### config.mk
export PLATFORM = sky130hd
export DESIGN_NAME = pc_fetch_unit
export DESIGN_NICKNAME = d
export VERILOG_FILES = /design/src/rtl/pc_fetch_unit.sv
export SDC_FILE = /design/constraint.sdc
export NUM_CORES = 1
export LEC_CHECK = 0
export CAP_MARGIN = 20
export CORE_UTILIZATION = 45
export CTS_CLUSTER_DIAMETER = 50
export DETAILED_ROUTE_END_ITERATION = 10
export PLACE_DENSITY = 0.83
export REMOVE_ABC_BUFFERS = 1
export SLEW_MARGIN = 15
export SYNTH_ARGS = -nofsm -noshare
export SYNTH_HDL_FRONTEND = slang
export SYNTH_SLANG_ARGS = --single-unit
### constraint.sdc
create_clock -name i_clk -period 7.7 [get_ports i_clk]
set_clock_uncertainty 0.05 [all_clocks]
set_input_delay 1.925 -clock i_clk [delete_from_list [all_inputs] [get_ports i_clk]]
set_output_delay 1.925 -clock i_clk [all_outputs]
set_load 0.01 [all_outputs]
### src/rtl/pc_fetch_unit.sv
// Program counter and instruction-fetch sequencer: picks the next PC from
// sequential/branch sources and runs the imem request / instr_valid handshake.
module pc_fetch_unit #(
    parameter int unsigned     WIDTH    = 32,
    parameter logic [WIDTH-1:0] RESET_PC = '0,
    parameter int unsigned     PC_STEP  = 4
) (
    input  logic             i_clk,
    input  logic             i_rst,
    input  logic             i_branch_en,
    input  logic             i_cond_true,
    input  logic [WIDTH-1:0] i_branch_target,
    input  logic             i_stall,
    input  logic             i_halt,
    input  logic             i_imem_ready,
    output logic             o_imem_req,
    output logic [WIDTH-1:0] o_pc,
    output logic [WIDTH-1:0] o_pc_plus4,
    output logic             o_instr_valid,
    output logic             o_halted
);

    typedef enum logic [1:0] {StIdle, StFetch, StExec, StHalt} state_t;

    state_t           r_state;
    logic [WIDTH-1:0] r_pc;
    logic             r_imem_req;
    logic             r_instr_valid;
    logic             r_halted;

    logic [WIDTH-1:0] w_pc_plus_step;
    logic [WIDTH-1:0] w_branch_pc;

    assign w_pc_plus_step = r_pc + WIDTH'(PC_STEP);
    // Misaligned targets are silently word-aligned.
    assign w_branch_pc    = {i_branch_target[WIDTH-1:2], 2'b00};

    // Outputs are registered alongside the state so they decode the state being entered.
    always_ff @(posedge i_clk or posedge i_rst) begin
        if (i_rst) begin
            r_state       <= StIdle;
            r_pc          <= RESET_PC;
            r_imem_req    <= 1'b0;
            r_instr_valid <= 1'b0;
            r_halted      <= 1'b0;
        end else begin
            case (r_state)
                StIdle: begin
                    r_state    <= StFetch;
                    r_imem_req <= 1'b1;
                end
                StFetch: begin
                    if (i_imem_ready) begin
                        r_state       <= StExec;
                        r_imem_req    <= 1'b0;
                        r_instr_valid <= 1'b1;
                    end
                end
                StExec: begin
                    if (i_stall) begin
                        r_state <= StExec;
                    end else if (i_halt) begin
                        r_state       <= StHalt;
                        r_instr_valid <= 1'b0;
                        r_halted      <= 1'b1;
                    end else begin
                        r_state       <= StFetch;
                        r_pc          <= (i_branch_en && i_cond_true) ? w_branch_pc
                                                                      : w_pc_plus_step;
                        r_instr_valid <= 1'b0;
                        r_imem_req    <= 1'b1;
                    end
                end
                StHalt: begin
                    r_state <= StHalt;
                end
                default: begin
                    r_state       <= StIdle;
                    r_imem_req    <= 1'b0;
                    r_instr_valid <= 1'b0;
                    r_halted      <= 1'b0;
                end
            endcase
        end
    end

    assign o_pc          = r_pc;
    assign o_pc_plus4    = w_pc_plus_step;
    assign o_imem_req    = r_imem_req;
    assign o_instr_valid = r_instr_valid;
    assign o_halted      = r_halted;

endmodule

==> results.py <==
metrics = {
    "run_status": {
        "outcome": "finished, final reports clean",
    },
    "final_layout": {
        "layout-drive-gt1-share": 0.0580,
        "stdcell_count": 486,
        "n_antenna_cell": 0,
        "fillers": 494,
        "syn_to_final_growth_pct": 41.1,
        "fin_area_um2": 3730,
        "final_util": 0.670,
        "nets": 454,
    },
    "clock_network": {
        "ctsResizeCount": 0,
        "cts_max_level": 2,
        "cts.sinks": 35,
        "post-cts-setup-buffers": 0,
        "cts.clk_slew.worst_paths_ns": 0.07,
        "ctsHoldBuffers": 0,
        "clock_path_buffers": 2,
        "cts_tree": "built",
        "clock_latency_ns": 0.29,
        "cts_buffers": 5,
        "cts_root_buf": "clkbuf_8",
    },
    "global_route": {
        "grt_pass1_wl_mm": 12.6,
        "track_usage": 0.254,
        "grt_max_degree": 42,
        "gr-total-overflow": 0,
        "first_global_vias": 2632,
        "antenna_found_initial": 0,
    },
    "drt": {
        "ant_nets": 0,
        "drt_iter0_drc": 211,
        "wire_per_inst_um": 15.6,
        "num_vias": 2849,
        "dr.pass1.iters": 4,
        "drc_errors": 0,
        "routed_via_density": 5.86,
        "wl_mm": 7.61,
    },
    "worst_setup_path": {
        "slowest_delay_ns": 0.56,
        "cp_slowest_cell": "clkdlybuf4s50_1",
        "required_ns": 5.73,
        "start_kind": "register",
        "worstSetupPathType": "register to primary output",
        "cp_max_fo": 10,
        "crit_buf_inv": 1,
        "crit_family": "simple AND/OR/NAND/NOR gates",
        "cp.arrival_ns": 3.06,
        "worstPathCellList": "ha_1, nand3_1, or2_2, or3_1, xnor2_1, clkdlybuf4s50_1",
        "endpoint_kind": "primary output",
    },
    "logic_synthesis": {
        "netlist_area_um2": 2650,
        "yosys_warnings": 0,
        "synth-edff-count": 0,
        "synth_top_family_by_area": "simple AND/OR/NAND/NOR gates",
        "synth_fa_ha_area_frac": 0.00473,
        "synth-seq-area-share": 0.331,
        "synthFlopType": "dfrtp_1",
        "synth_mux_area_frac": 0,
        "synth_seq_cells": 35,
        "synth-xor-area-share": 0.0860,
        "ys_async_sr_fraction": 1.00,
        "synth_simple_gate_area_share": 0.300,
        "synth.avg_cell_area_um2": 7.97,
        "yosysUniqueCellTypes": 49,
        "synth_compound_area_frac": 0.209,
        "synthCells": 332,
    },
    "floorplan": {
        "io-pin-count": 106,
        "row_count": 27,
        "die-area_um2": 6190,
        "die_h_um": 78.7,
        "initial_core_util": 0.475,
        "core_area_um2": 5570,
        "fp.dieW_um": 78.7,
    },
    "worst_hold_path": {
        "hold_class": "register to register",
    },
    "timing": {
        "fin_crit_ns": 5.03,
        "fin_tns_setup_ns": 0,
        "fin_crit_sh": 0.653,
        "worstMarginPinSlew_ns": 0.732,
        "max_slew_margin": 0.507,
        "finalSetupViolCount": 0,
        "clock.fmax_mhz": 199,
        "rsz0062_at_grt": "no",
        "drv_slew": 0,
        "hold_violations": 0,
    },
    "job": {
        "maxCapViolCount": 0,
    },
    "power": {
        "power_w": 0.000437,
        "leakage_nw": 1.46,
        "peakVddDrop_mv": 0.0773,
        "powerDensity_nw_per_um2": 117,
    },
    "place": {
        "io_buffer_count": 99,
        "place.gp.congestion": 0.812,
        "dpl.hpwl_mm": 5.28,
        "place_area_um2": 3650,
        "placedCellCount": 479,
    },
}
cells in the final DEF, fill, tap and decap left out, drive strengths merged, types with 3 or more instances in the layout:
| cell type | n |
|---|---|
| clkdlybuf4s50 | 99 |
| dfrtp | 35 |
| nand2 | 31 |
| a21oi | 23 |
| nand3 | 21 |
| o21ai | 19 |
| and3 | 18 |
| xnor2 | 16 |
| nor2 | 13 |
| or3 | 12 |
| nor3 | 12 |
| o211ai | 10 |
| xor2 | 10 |
| nand4 | 9 |
| inv | 8 |
| nor4 | 8 |
| clkbuf | 6 |
| buf | 6 |
| o311ai | 5 |
| a22oi | 5 |
| or4 | 4 |
| o22ai | 4 |
| o2bb2ai | 4 |
| conb | 4 |
| and2 | 3 |
| and4 | 3 |
| a31o | 3 |
| a31oi | 3 |
final cells by class:
type	count	area [µm²]	share of cell area
Multi-Input combinational cell	259	1620	0.432
Timing Repair Buffer	105	1040	0.277
Sequential cell	35	876	0.235
Tap cell	72	90.1	0.0241
Clock buffer	6	82.6	0.0221
Inverter	8	30.0	0.00804
Clock inverter	1	5.00	0.00134
through the flow:
step | hold slack [ns] | setup WS [ns]
final | 0.422 | 2.67
after global routing | 0.443 | 2.50
after CTS | 0.428 | 2.68
after detailed placement | 0.413 | 3.02
after global placement | 0.405 | 3.07
after floorplan | 0.457 | 2.85
synthesized netlist by cell type, drive strengths merged (2+ instances only):
cell | n | area share
a21oi | 23 | 0.043
a22oi | 5 | 0.014
a2bb2oi | 2 | 0.0066
a31o | 3 | 0.0099
a31oi | 3 | 0.0071
and2 | 3 | 0.0071
and3 | 18 | 0.043
and4 | 3 | 0.0099
buf | 13 | 0.028
clkbuf | 20 | 0.029
dfrtp | 35 | 0.33
inv | 8 | 0.011
nand2 | 31 | 0.044
nand3 | 21 | 0.044
nand4 | 9 | 0.029
nor2 | 13 | 0.018
nor3 | 12 | 0.023
nor3b | 2 | 0.0057
nor4 | 8 | 0.019
o211ai | 10 | 0.028
o21a | 2 | 0.0057
o21ai | 19 | 0.036
o22ai | 4 | 0.0095
o2bb2ai | 4 | 0.013
o311ai | 5 | 0.017
or2 | 2 | 0.0047
or3 | 12 | 0.028
or4 | 4 | 0.011
xnor2 | 16 | 0.053
xor2 | 10 | 0.033
power breakdown:
part	switching (W)	internal, W	total [W]
logic	0.0000398	0.0000556	0.0000954
registers	0.0000139	0.000191	0.000205
clock network	0.0000665	0.0000702	0.000137
total	0.000120	0.000317	0.000437
state kept, by name (all words and copies together) (netlist names):
register	cells
o_halted	1
o_imem_req	1
r_state	2
o_pc	30
o_instr_valid	1
worst paths after layout:
path / slack, ns / from / to / cells past startpoint
min in group asynchronous: 1.90 / i_rst / o_pc[4] / 2
setup / recovery: 2.67 / o_pc[2] / o_pc_plus4[28] / 6
hold / removal: 0.42 / o_halted / o_halted / 1
hold reg to reg: 0.42 / o_halted / o_halted / 1
setup reg to reg: 5.31 / o_pc[2] / o_pc[30] / 5
max in group asynchronous: 4.99 / i_rst / o_pc[30] / 3
worst reg2reg max path, stage by stage, from the launching register on:
cell	delay, ns
dfrtp_1	0.48
ha_1	0.28
nand3_1	0.35
or2_2	0.50
or4_1	0.55
o211ai_1	0.10
logic make-up (layout without fill, tap and decap cells):
group	Yosys count	in the layout
AO/OA/AOI/OAI	86	86
flip-flops	35	35
adder cells (fa/ha/maj)	1	1
XOR/XNOR	26	26
buffers and inverters	41	120
AND/OR/NAND/NOR	142	142
other	1	4
metal layers:
metal,GRT usage,vias up,wire length [µm]
met5,0,-,0
met4,0.0796,0,83
met3,0.0471,6,524
met2,0.439,105,3790
met1,0.320,1353,3200
li1,-,1385,-
Power figures use the tool's default switching activity.
